## src/rtl/spi_master_tx_if.sv

```systemverilog
// Word stream between the buffer RAM read port and the SPI master shift engine.
interface spi_master_tx_if #(
  parameter int unsigned DATA_W = 16
) ();

  logic [DATA_W-1:0] TX_DAT;
  logic              TX_VALID;
  logic              TX_READY;
  logic [DATA_W-1:0] RX_DAT;
  logic              RX_VALID;

  // Upstream side: offers words, receives captured words.
  modport master (
    output TX_DAT,
    output TX_VALID,
    input  TX_READY,
    input  RX_DAT,
    input  RX_VALID
  );

  // Shift-engine side.
  modport slave (
    input  TX_DAT,
    input  TX_VALID,
    output TX_READY,
    output RX_DAT,
    output RX_VALID
  );

endinterface

```

## src/rtl/spi_master_tx.sv

```systemverilog
// SPI mode-0 master: serialises one word MSB-first on MOSI while capturing MISO,
// with SCLK generated internally from CLK (CLK_DIV cycles per half-period).
module spi_master_tx #(
  parameter int unsigned DATA_W  = 16,
  parameter int unsigned CLK_DIV = 4
) (
  input  logic           CLK,
  input  logic           RST,
  spi_master_tx_if.slave bus,
  output logic           BUSY,
  output logic           SCLK,
  output logic           MOSI,
  input  logic           MISO,
  output logic           SS_N
);

  localparam int unsigned CNT_W = (CLK_DIV > 1) ? $clog2(CLK_DIV) : 1;
  localparam int unsigned BIT_W = $clog2(DATA_W);
  localparam logic [CNT_W-1:0] CNT_LAST = CNT_W'(CLK_DIV - 1);
  localparam logic [BIT_W-1:0] BIT_LAST = BIT_W'(DATA_W - 1);

  typedef enum logic [2:0] {
    IDLE,
    LEAD,
    HIGH,
    LOW,
    TRAIL
  } state_e;

  state_e            state_q,    state_d;
  logic [CNT_W-1:0]  cnt_q,      cnt_d;
  logic [BIT_W-1:0]  bit_cnt_q,  bit_cnt_d;
  logic [DATA_W-1:0] tx_sr_q,    tx_sr_d;
  logic [DATA_W-1:0] rx_sr_q,    rx_sr_d;
  logic [DATA_W-1:0] rx_dat_q,   rx_dat_d;
  logic              rx_valid_q, rx_valid_d;
  logic              sclk_q,     sclk_d;
  logic              ss_n_q,     ss_n_d;
  logic              tx_ready_q, tx_ready_d;
  logic              busy_q,     busy_d;
  logic              tick;

  // Next-state, divider, shift and output decode.
  always_comb begin
    state_d    = state_q;
    bit_cnt_d  = bit_cnt_q;
    tx_sr_d    = tx_sr_q;
    rx_sr_d    = rx_sr_q;
    rx_dat_d   = rx_dat_q;
    rx_valid_d = 1'b0;
    sclk_d     = sclk_q;
    ss_n_d     = ss_n_q;
    tick       = (cnt_q == CNT_LAST);

    case (state_q)
      IDLE: begin
        if (bus.TX_VALID && tx_ready_q) begin
          state_d   = LEAD;
          tx_sr_d   = bus.TX_DAT;
          rx_sr_d   = '0;
          bit_cnt_d = '0;
          ss_n_d    = 1'b0;
        end
      end
      LEAD, LOW: begin
        // Rising SCLK edge: capture MISO into the LSB.
        if (tick) begin
          state_d = HIGH;
          sclk_d  = 1'b1;
          rx_sr_d = (rx_sr_q << 1) | DATA_W'(MISO);
        end
      end
      HIGH: begin
        // Falling SCLK edge: present the next bit unless the word is done.
        if (tick) begin
          sclk_d = 1'b0;
          if (bit_cnt_q == BIT_LAST) begin
            state_d = TRAIL;
          end else begin
            state_d   = LOW;
            tx_sr_d   = tx_sr_q << 1;
            bit_cnt_d = bit_cnt_q + BIT_W'(1);
          end
        end
      end
      TRAIL: begin
        if (tick) begin
          state_d    = IDLE;
          ss_n_d     = 1'b1;
          tx_sr_d    = '0;
          rx_dat_d   = rx_sr_q;
          rx_valid_d = 1'b1;
        end
      end
      default: begin
        state_d = IDLE;
      end
    endcase

    // Divider restarts on every state change and is held clear in IDLE.
    cnt_d      = ((state_q == IDLE) || tick) ? '0 : cnt_q + CNT_W'(1);
    tx_ready_d = (state_d == IDLE);
    busy_d     = (state_d != IDLE);
  end

  // State and output registers with synchronous active-low reset.
  always_ff @(posedge CLK) begin
    if (!RST) begin
      state_q    <= IDLE;
      cnt_q      <= '0;
      bit_cnt_q  <= '0;
      tx_sr_q    <= '0;
      rx_sr_q    <= '0;
      rx_dat_q   <= '0;
      rx_valid_q <= 1'b0;
      sclk_q     <= 1'b0;
      ss_n_q     <= 1'b1;
      tx_ready_q <= 1'b1;
      busy_q     <= 1'b0;
    end else begin
      state_q    <= state_d;
      cnt_q      <= cnt_d;
      bit_cnt_q  <= bit_cnt_d;
      tx_sr_q    <= tx_sr_d;
      rx_sr_q    <= rx_sr_d;
      rx_dat_q   <= rx_dat_d;
      rx_valid_q <= rx_valid_d;
      sclk_q     <= sclk_d;
      ss_n_q     <= ss_n_d;
      tx_ready_q <= tx_ready_d;
      busy_q     <= busy_d;
    end
  end

  // MOSI is the MSB of the transmit shift register, which is cleared when idle.
  assign MOSI         = tx_sr_q[DATA_W-1];
  assign SCLK         = sclk_q;
  assign SS_N         = ss_n_q;
  assign BUSY         = busy_q;
  assign bus.TX_READY = tx_ready_q;
  assign bus.RX_DAT   = rx_dat_q;
  assign bus.RX_VALID = rx_valid_q;

endmodule

```

## src/flat_wrapper.sv

```systemverilog
// flat-port wrapper written by rule: the top's interface ports become plain ports
module spi_master_tx_flat 
#(
  parameter int unsigned DATA_W  = 16,
  parameter int unsigned CLK_DIV = 4
)
  (CLK, RST, BUSY, SCLK, MOSI, MISO, SS_N, bus_TX_DAT, bus_TX_VALID, bus_TX_READY, bus_RX_DAT, bus_RX_VALID);
  spi_master_tx_if #(.DATA_W(DATA_W)) bus_i ();
  input  logic CLK;
  input  logic RST;
  output logic BUSY;
  output logic SCLK;
  output logic MOSI;
  input  logic MISO;
  output logic SS_N;
  input wire logic [$bits(bus_i.TX_DAT)-1:0] bus_TX_DAT;
  input wire logic [$bits(bus_i.TX_VALID)-1:0] bus_TX_VALID;
  output wire logic [$bits(bus_i.TX_READY)-1:0] bus_TX_READY;
  output wire logic [$bits(bus_i.RX_DAT)-1:0] bus_RX_DAT;
  output wire logic [$bits(bus_i.RX_VALID)-1:0] bus_RX_VALID;
  assign bus_i.TX_DAT = bus_TX_DAT;
  assign bus_i.TX_VALID = bus_TX_VALID;
  assign bus_TX_READY = bus_i.TX_READY;
  assign bus_RX_DAT = bus_i.RX_DAT;
  assign bus_RX_VALID = bus_i.RX_VALID;
  spi_master_tx #(.DATA_W(DATA_W), .CLK_DIV(CLK_DIV)) u_core (.CLK(CLK), .RST(RST), .bus(bus_i), .BUSY(BUSY), .SCLK(SCLK), .MOSI(MOSI), .MISO(MISO), .SS_N(SS_N));
endmodule
```

## config.mk

```make
export PLATFORM = sky130hd
export DESIGN_NAME = spi_master_tx_flat
export DESIGN_NICKNAME = d
export VERILOG_FILES = /design/src/rtl/spi_master_tx_if.sv /design/src/rtl/spi_master_tx.sv /design/src/flat_wrapper.sv
export SDC_FILE = /design/constraint.sdc
export NUM_CORES = 1
export LEC_CHECK = 0
export BUFFER_PORTS_ARGS = -buffer_cell sky130_fd_sc_hd__buf_4
export CAP_MARGIN = 0
export CORE_MARGIN = 3
export CORE_UTILIZATION = 40
export DETAILED_ROUTE_END_ITERATION = 12
export PLACE_DENSITY = 0.71
export SKIP_CTS_REPAIR_TIMING = 1
export SYNTH_ARGS = -nofsm -noshare
export SYNTH_HDL_FRONTEND = slang
export SYNTH_SLANG_ARGS = --single-unit
```

## constraint.sdc

```tcl
create_clock -name CLK -period 2.07 [get_ports CLK]
set_input_delay 0.207 -clock CLK [delete_from_list [all_inputs] [get_ports CLK]]
set_output_delay 0.207 -clock CLK [all_outputs]
set_load 0.02 [all_outputs]
```

==> flow_metrics.py, run 1 <==
metrics = {
    "final_layout": {
        "num_antenna_cells": 0,
        "final_common_cell": "nand2_1",
        "drive_gt1_share_pct": 22.0,
        "nNetsFinal": 367,
        "final_cell_mix": "nand2_1 (70), dfxtp_1 (62), buf_4 (51), a21oi_1 (35), nand3_1 (21)",
        "area_growth_pct": 19.6,
    },
    "timing": {
        "whs_ps": 127,
        "setup_viol": 0,
        "slew_headroom_pct": 32.8,
        "fin_crit_ps": 1840,
        "hold_viol_final": 0,
        "rsz0062_at_grt": "false",
        "tightest_slew_ps": 1000,
        "finClkSkew_ps": 7.04,
        "drv_slew": 0,
        "clock.fmax_mhz": 545,
        "fin_crit_sh_pct": 88.7,
        "finalSetupTns_ps": 0,
    },
    "pwr": {
        "leakagePower_uw": 0.00116,
        "p_per_area_nw_per_um2": 780,
        "vdd_ir_drop_max_mv": 0.367,
    },
    "detailed_routing": {
        "vias": 2379,
        "wire_per_inst_um": 14.3,
        "drc_errors": 0,
        "ant_nets": 0,
        "avgViaCountPerCell": 5.57,
        "drtIter0Drc": 195,
        "routed_wl_mm": 6.11,
        "dr.pass1.iters": 4,
    },
    "global_routing": {
        "grt_antenna_before_repair": 0,
        "grt_max_degree": 33,
        "grt-ovfl-total": 0,
        "grt_pass1_wl_mm": 10.1,
        "track_usage_pct": 16.6,
        "grt_pass1_vias": 2184,
    },
    "clock_network": {
        "cts_tree": "done",
        "cts.clk_slew.worst_paths_ps": 70,
        "cts_sinks": 62,
        "insertion_delay_ps": 330,
        "htreeDepth": 3,
        "cts-buffers-inserted": 9,
        "root_buffer": "clkbuf_8",
        "clk_path_buf_depth": 2,
    },
    "synthesis": {
        "post_synth_fa_ha_maj_area_fraction_pct": 0.945,
        "synth_xor_area_share_pct": 0.992,
        "yosys.area_share.simple_pct": 19.5,
        "synth_cell_types": 37,
        "synthMuxAreaShare_pct": 0.756,
        "synth-compound-area-share_pct": 25.7,
        "synth_warnings": 0,
        "synth_seq_cells": 62,
        "synthCells": 312,
        "yosysSeqAreaShare_pct": 46.9,
        "syn_area_um2": 2650,
        "syn-num-nets": 334,
        "avgSynthCellArea_um2": 8.49,
        "synth_top_family_by_area": "compound AO/OA/AOI/OAI gates",
    },
    "floorplanning": {
        "die-width_um": 87.4,
        "initial_core_util_pct": 41.5,
        "rows": 29,
        "core_um2": 6390,
        "die_area_um2": 7630,
        "die_h_um": 87.4,
        "ios": 42,
    },
    "worst_setup_path": {
        "r2r_start": "u_core.state_q[2]",
        "crit_slowest_cell": "nor2_1",
        "cp.arrival_ps": 2080,
        "ff2ff_path_depth": 3,
        "r2r_slack_ps": 230,
        "critPathLaunchType": "register",
        "critical_path.top_delay_family": "simple AND/OR/NAND/NOR gates",
        "critPathMaxStageDelay_ps": 830,
        "path_cells": "nor2_1 -> a32oi_1 -> a311oi_2",
        "crit_fanout": 15,
        "r2r_end": "u_core.tx_sr_q[8]",
        "crit_buf_inv": 0,
        "cp-end-kind": "register",
        "critPathRequiredTime_ps": 2310,
        "path_class": "register to register",
    },
    "placed_design": {
        "port_buffers": 41,
        "gp_congestion": 0.746,
        "dp_hpwl_mm": 3.94,
    },
    "worst_hold_path": {
        "hold_path.class": "primary input to register",
        "worstHoldPathCells": 3,
        "min_to": "u_core.rx_sr_q[0]",
        "hold_start": "MISO",
    },
    "run_status": {
        "status": "finished, final reports clean",
    },
    "run": {
        "drv_cap": 0,
    },
}
[flip-flops by register name, summed over array words and instances (netlist names)]
name                 count
u_core.bus.RX_DAT       16
u_core.rx_sr_q          16
u_core.tx_sr_q          16
u_core.bit_cnt_q         4
u_core.state_q           3
u_core.cnt_q             2
u_core.BUSY              1
u_core.SCLK              1
u_core.SS_N              1
u_core.bus.RX_VALID      1
u_core.bus.TX_READY      1
[through the flow]
step                      power, uW  area (um^2)  setup slack, ps  instances  utilization (%)
final                          2470         3170              235        427             49.6
after global routing           2570         3170              104        427             49.6
after CTS                      2490         3160             96.5        427             49.5
after detailed placement       1590         3000              112        411             46.9
after global placement         1580         3000              206        411             46.9
after floorplan                1490         2650              307        312                -
[Yosys cell counts]
| master | count | area share (%) |
|---|---|---|
| xnor2_1 | 1 | 0.33 |
| nand4_1 | 1 | 0.24 |
| nand2_1 | 70 | 9.9 |
| nor4_1 | 1 | 0.24 |
| nand3_2 | 1 | 0.38 |
| and3b_1 | 1 | 0.33 |
| nand3_1 | 21 | 4.0 |
| xor2_1 | 2 | 0.66 |
| and3_1 | 4 | 0.95 |
| a311oi_1 | 6 | 2.0 |
| nand2b_1 | 1 | 0.24 |
| nor3_1 | 2 | 0.38 |
| nor2_1 | 8 | 1.1 |
| a311o_1 | 1 | 0.38 |
| o22a_1 | 1 | 0.33 |
| a211oi_1 | 2 | 0.57 |
| a22oi_1 | 1 | 0.28 |
| and2_1 | 2 | 0.47 |
| buf_2 | 4 | 0.76 |
| clkbuf_1 | 23 | 3.3 |
| mux2i_1 | 2 | 0.76 |
| a21o_1 | 3 | 0.85 |
| nor2b_1 | 2 | 0.47 |
| o211ai_1 | 1 | 0.28 |
| o32ai_1 | 1 | 0.33 |
| dfxtp_1 | 62 | 47 |
| a21oi_1 | 35 | 6.6 |
| nor4b_1 | 1 | 0.33 |
| a31oi_1 | 1 | 0.24 |
| nand4bb_1 | 1 | 0.43 |
| buf_6 | 2 | 0.85 |
| inv_1 | 2 | 0.28 |
| o21ai_0 | 18 | 3.4 |
| clkinv_1 | 1 | 0.14 |
| ha_1 | 2 | 0.95 |
| a311oi_2 | 9 | 5.1 |
| a32oi_1 | 16 | 5.3 |
[logic make-up (layout without fill, tap and decap cells)]
| family | after synthesis | in the layout |
|---|---|---|
| AO/OA/AOI/OAI | 95 | 95 |
| XOR/XNOR | 3 | 3 |
| adder cells (fa/ha/maj) | 2 | 2 |
| buffers and inverters | 32 | 70 |
| flip-flops | 62 | 62 |
| multiplexers | 2 | 2 |
| AND/OR/NAND/NOR | 116 | 116 |
[worst max-delay path by stage]
stage,from,endpoint,slack (ps),depth (start not counted)
finish,u_core.state_q[2],u_core.tx_sr_q[8],230,3
global route,u_core.state_q[2],u_core.tx_sr_q[5],100,3
CTS,u_core.bit_cnt_q[0],u_core.tx_sr_q[2],100,5
detailed placement,u_core.bit_cnt_q[0],u_core.tx_sr_q[15],110,5
global placement,u_core.bit_cnt_q[0],u_core.tx_sr_q[2],210,5
floorplan,u_core.bit_cnt_q[0],u_core.tx_sr_q[10],310,7
[worst register-to-register path, cell delays in order, from the launching register on]
cell	delay (ps)
dfxtp_1	450
nor2_1	830
a32oi_1	160
a311oi_2	300
[report_power, final]
| part | switching (uW) | leakage, uW | internal [uW] |
|---|---|---|---|
| Combinational | 169 | 0.000571 | 118 |
| Sequential | 35.5 | 0.000504 | 1240 |
| Clock | 476 | 0.0000820 | 429 |
[routing by layer]
metal	GRT usage, %	vias up	wire, um
met2	26.2	66	2870
li1	-	1194	-
met1	21.7	1111	2800
met3	3.97	8	341
met5	0	-	0
met4	7.11	0	96
[cell type report]
cell class | count | area [um^2]
inverter | 3 | 11.3
timing repair buffer | 51 | 383
tap | 77 | 96.3
clock inverter | 6 | 38.8
clock buffer | 10 | 128
fill | 608 | 3220
sequential | 62 | 1240
multi-input combinational | 218 | 1270
No activity file was read; power rests on OpenSTA's default activity.
==> run 2: changes to the inputs <==
PLACE_DENSITY = default   (was 0.71)
==> flow_metrics.py, run 2 (synthesis results as in run 1) <==
metrics = {
    "worst_setup_path": {
        "cp-end-kind": "register",
        "crit_start": "u_core.bit_cnt_q[0]",
        "critPathLaunchType": "register",
        "path_cells": "ha_1 -> nand3_2 -> a311o_1 -> and2_2 -> a311oi_1",
        "crit_fanout": 16,
        "critPathRequiredTime_ps": 2320,
        "crit_slowest_cell": "a311o_1",
        "path_class": "register to register",
        "r2r_slack_ps": 260,
        "critPathMaxStageDelay_ps": 390,
        "r2r_start": "u_core.bit_cnt_q[0]",
        "cp.arrival_ps": 2060,
    },
    "pwr": {
        "combPwrFrac_pct": 10.7,
        "p_per_area_nw_per_um2": 824,
        "sequentialPowerShare_pct": 47.9,
        "clockPowerShare_pct": 41.5,
        "power.switching_uw": 681,
        "sw_frac_of_total_pct": 25.6,
        "vdd_ir_drop_max_mv": 0.506,
        "internal_power_uw": 1980,
        "leakagePower_uw": 0.00119,
    },
    "detailed_routing": {
        "avgViaCountPerCell": 5.55,
        "wire_per_inst_um": 14.5,
        "vias": 2381,
        "ant_nets": 0,
        "routed_wl_mm": 6.22,
        "dr.pass1.iters": 4,
        "drc_errors": 0,
        "drtIter0Drc": 119,
    },
    "final_layout": {
        "final_cell_mix": "nand2_1 (70), dfxtp_1 (62), buf_4 (53), a21oi_1 (35), nand3_1 (21)",
        "area_growth_pct": 21.8,
        "num_antenna_cells": 0,
        "nNetsFinal": 369,
        "drive_gt1_share_pct": 23.0,
        "final_common_cell": "nand2_1",
    },
    "placed_design": {
        "dp_hpwl_mm": 3.92,
        "gp_congestion": 0.760,
        "port_buffers": 41,
    },
    "timing": {
        "setup_viol": 0,
        "finClkSkew_ps": 9.15,
        "rsz0062_at_grt": "false",
        "whs_ps": 125,
        "clock.fmax_mhz": 552,
        "slew_headroom_pct": 57.0,
        "tightest_slew_ps": 645,
        "hold_viol_final": 0,
        "fin_crit_sh_pct": 87.5,
        "finalSetupTns_ps": 0,
        "fin_crit_ps": 1810,
        "drv_slew": 0,
    },
    "global_routing": {
        "grt_max_degree": 33,
        "grt_pass1_vias": 2253,
        "grt_pass1_wl_mm": 10.5,
        "grt-ovfl-total": 0,
        "grt_antenna_before_repair": 0,
        "track_usage_pct": 17.4,
    },
    "clock_network": {
        "insertion_delay_ps": 350,
        "root_buffer": "clkbuf_8",
        "cts-buffers-inserted": 9,
        "cts.clk_slew.worst_paths_ps": 60,
        "cts_tree": "done",
        "clk_path_buf_depth": 2,
        "htreeDepth": 3,
        "cts_sinks": 62,
    },
    "run_status": {
        "status": "finished, final reports clean",
    },
    "run": {
        "drv_cap": 0,
    },
    "floorplanning": {
        "die_area_um2": 7630,
        "initial_core_util_pct": 41.5,
        "die_h_um": 87.4,
        "die-width_um": 87.4,
        "ios": 42,
        "core_um2": 6390,
        "rows": 29,
    },
    "worst_hold_path": {
        "hold_path.class": "primary input to register",
        "hold_start": "MISO",
    },
}
[run 2: worst paths after layout]
| kind | end | cells past startpoint |
|---|---|---|
| hold / removal | u_core.rx_sr_q[0] | 3 |
| setup reg to reg | u_core.tx_sr_q[1] | 5 |
| setup / recovery | u_core.tx_sr_q[1] | 5 |
| hold reg to reg | u_core.cnt_q[0] | 1 |
[run 2: area by class of cell]
cell class | count | area, um^2
Inverter | 3 | 11.3
Clock buffer | 11 | 151
Fill cell | 649 | 3160
Sequential cell | 62 | 1240
Tap cell | 77 | 96.3
Multi-Input combinational cell | 218 | 1270
Timing Repair Buffer | 53 | 398
Clock inverter | 5 | 56.3
[run 2: per-stage QoR]
stage                     std cells  cell area (um^2)  utilization, %  worst slack, ps  total power, uW
after floorplan                 312              2650               -              307             1490
after global placement          413              3010            47.2              178             1580
after detailed placement        413              3010            47.2              110             1580
after CTS                       429              3220            50.4              101             2680
after global routing            429              3220            50.5              131             2770
final                           429              3220            50.5              258             2660
[run 2: metal layers]
metal	vias to the layer above	GRT usage (%)	routed length [um]
met4	0	6.69	85
met2	48	28.8	2970
met5	-	0	0
met1	1130	21.4	2860
li1	1193	-	-
met3	10	5.01	312
[run 2: worst max-delay path, delay by kind of cell (launching register included)]
family	cells	cell delay [ps]
DFF	1	360
and+or+nand+nor	2	480
adders and majority gates	1	210
AOI/OAI and AO/OA	2	660
[run 2: power by group through the flow]
stage | Sequential, uW | Combinational (uW) | Clock (uW)
floorplan | 1300 | 197 | 0
global placement | 1300 | 279 | 0
detailed placement | 1300 | 284 | 0
CTS | 1270 | 284 | 1130
global route | 1280 | 315 | 1180
finish | 1270 | 283 | 1100
==> run 3: changes to the inputs <==
BUFFER_PORTS_ARGS = -buffer_cell sky130_fd_sc_hd__buf_2   (was -buffer_cell sky130_fd_sc_hd__buf_4)
==> flow_metrics.py, run 3 (synthesis results as in run 1) <==
metrics = {
    "run_status": {
        "status": "finished, final reports clean",
    },
    "timing": {
        "fin_crit_sh_pct": 87.8,
        "rsz0062_at_grt": "false",
        "tightest_slew_ps": 1050,
        "finClkSkew_ps": 10.3,
        "fin_crit_ps": 1820,
        "drv_slew": 0,
        "fin_ws_ps": 252,
        "hold_viol_final": 0,
        "finalSetupTns_ps": 0,
        "slew_headroom_pct": 29.8,
        "setup_viol": 0,
        "clock.fmax_mhz": 550,
    },
    "worst_hold_path": {
        "hold_path.class": "primary input to register",
    },
    "floorplanning": {
        "initial_core_util_pct": 41.5,
        "ios": 42,
        "die-width_um": 87.4,
        "die_area_um2": 7630,
        "core_um2": 6390,
        "die_h_um": 87.4,
        "rows": 29,
    },
    "final_layout": {
        "drive_gt1_share_pct": 23.2,
        "nNetsFinal": 371,
        "final_common_cell": "nand2_1",
        "register_area_um2": 1240,
        "final_cell_mix": "nand2_1 (70), dfxtp_1 (62), buf_2 (41), a21oi_1 (35), nand3_1 (21)",
        "area_growth_pct": 18.3,
        "num_antenna_cells": 0,
        "multi_input_area_um2": 1270,
        "fillers": 628,
    },
    "worst_setup_path": {
        "cp.arrival_ps": 2060,
        "critical_path.top_delay_family": "compound AO/OA/AOI/OAI gates",
        "crit_fanout": 16,
        "critPathRequiredTime_ps": 2320,
        "path_cells": "ha_1 -> nand3_2 -> a311o_1 -> and2_2 -> a311oi_1",
        "critPathMaxStageDelay_ps": 390,
        "cp-end-kind": "register",
        "path_class": "register to register",
        "critPathLaunchType": "register",
        "crit_slowest_cell": "a311o_1",
        "crit_buf_inv": 0,
    },
    "placed_design": {
        "gp_congestion": 0.804,
        "dp_hpwl_mm": 4.03,
        "port_buffers": 41,
        "dpl_worst_slack_ps": 120,
    },
    "global_routing": {
        "grt_pass1_vias": 2257,
        "grt_max_degree": 33,
        "grt-ovfl-total": 0,
        "track_usage_pct": 17.4,
        "grt_antenna_before_repair": 0,
        "grt_pass1_wl_mm": 10.5,
    },
    "clock_network": {
        "clk_path_buf_depth": 2,
        "root_buffer": "clkbuf_8",
        "htreeDepth": 3,
        "cts-buffers-inserted": 9,
        "insertion_delay_ps": 340,
        "cts_sinks": 62,
        "cts.clk_slew.worst_paths_ps": 70,
        "cts_tree": "done",
    },
    "detailed_routing": {
        "drtIter0Drc": 169,
        "dr.pass1.iters": 4,
        "ant_nets": 0,
        "vias": 2377,
        "drc_errors": 0,
        "routed_wl_mm": 6.20,
        "avgViaCountPerCell": 5.52,
        "wire_per_inst_um": 14.4,
    },
    "pwr": {
        "fin_total_pwr_uw": 2640,
        "p_per_area_nw_per_um2": 842,
        "leakagePower_uw": 0.00118,
        "vdd_ir_drop_max_mv": 0.423,
    },
    "run": {
        "drv_cap": 0,
    },
}
-- run 3: cell types whose count changed in the layout (fill, tap and decap cells not counted), sizes merged --
cell	change
clkbuf	-1
buf	+2
clkinv	+1
-- run 3: final timing paths --
path	from	to	slack, ps	depth (start not counted)
hold reg to reg	u_core.cnt_q[0]	u_core.cnt_q[0]	430	1
setup / recovery	u_core.bit_cnt_q[0]	u_core.tx_sr_q[1]	250	5
hold / removal	MISO	u_core.rx_sr_q[0]	110	3
setup reg to reg	u_core.bit_cnt_q[0]	u_core.tx_sr_q[1]	250	5
-- run 3: per-layer routing --
metal  vias to the layer above  wire length [um]  global-route usage, %
met3                        11               268                   4.35
li1                       1200                 -                      -
met1                      1120              2950                   21.8
met2                        46              2890                   28.5
met5                         -                 0                      0
met4                         0                99                   7.25
-- run 3: through the flow --
stage / instances / utilization, % / hold WS (ps) / cell area (um^2)
after detailed placement: 415 / 45.8 / 424 / 2930
after CTS: 431 / 49.0 / 103 / 3130
after global routing: 431 / 49.1 / 133 / 3130
after global placement: 415 / 45.8 / 417 / 2930
final: 431 / 49.1 / 115 / 3130
after floorplan: 312 / - / 347 / 2650
-- run 3: report_power, final --
| part | switching [uW] | total (uW) | internal, uW |
|---|---|---|---|
| clock network | 501 | 1100 | 595 |
| registers | 33.3 | 1270 | 1240 |
| logic | 168 | 270 | 102 |
| total | 702 | 2640 | 1940 |
-- run 3: layout make-up --
cell class / count / area share, %
clock inverters: 6 / 2.20
multi-input cells: 218 / 40.5
repair buffers: 55 / 9.90
clock buffers: 10 / 4.39
flip-flops and latches: 62 / 39.6
inverters: 3 / 0.359
well taps: 77 / 3.08
-- run 3: worst min-delay path, stage by stage --
cell,delay (ps)
buf_2,100
nand2_1,40
o21ai_0,60
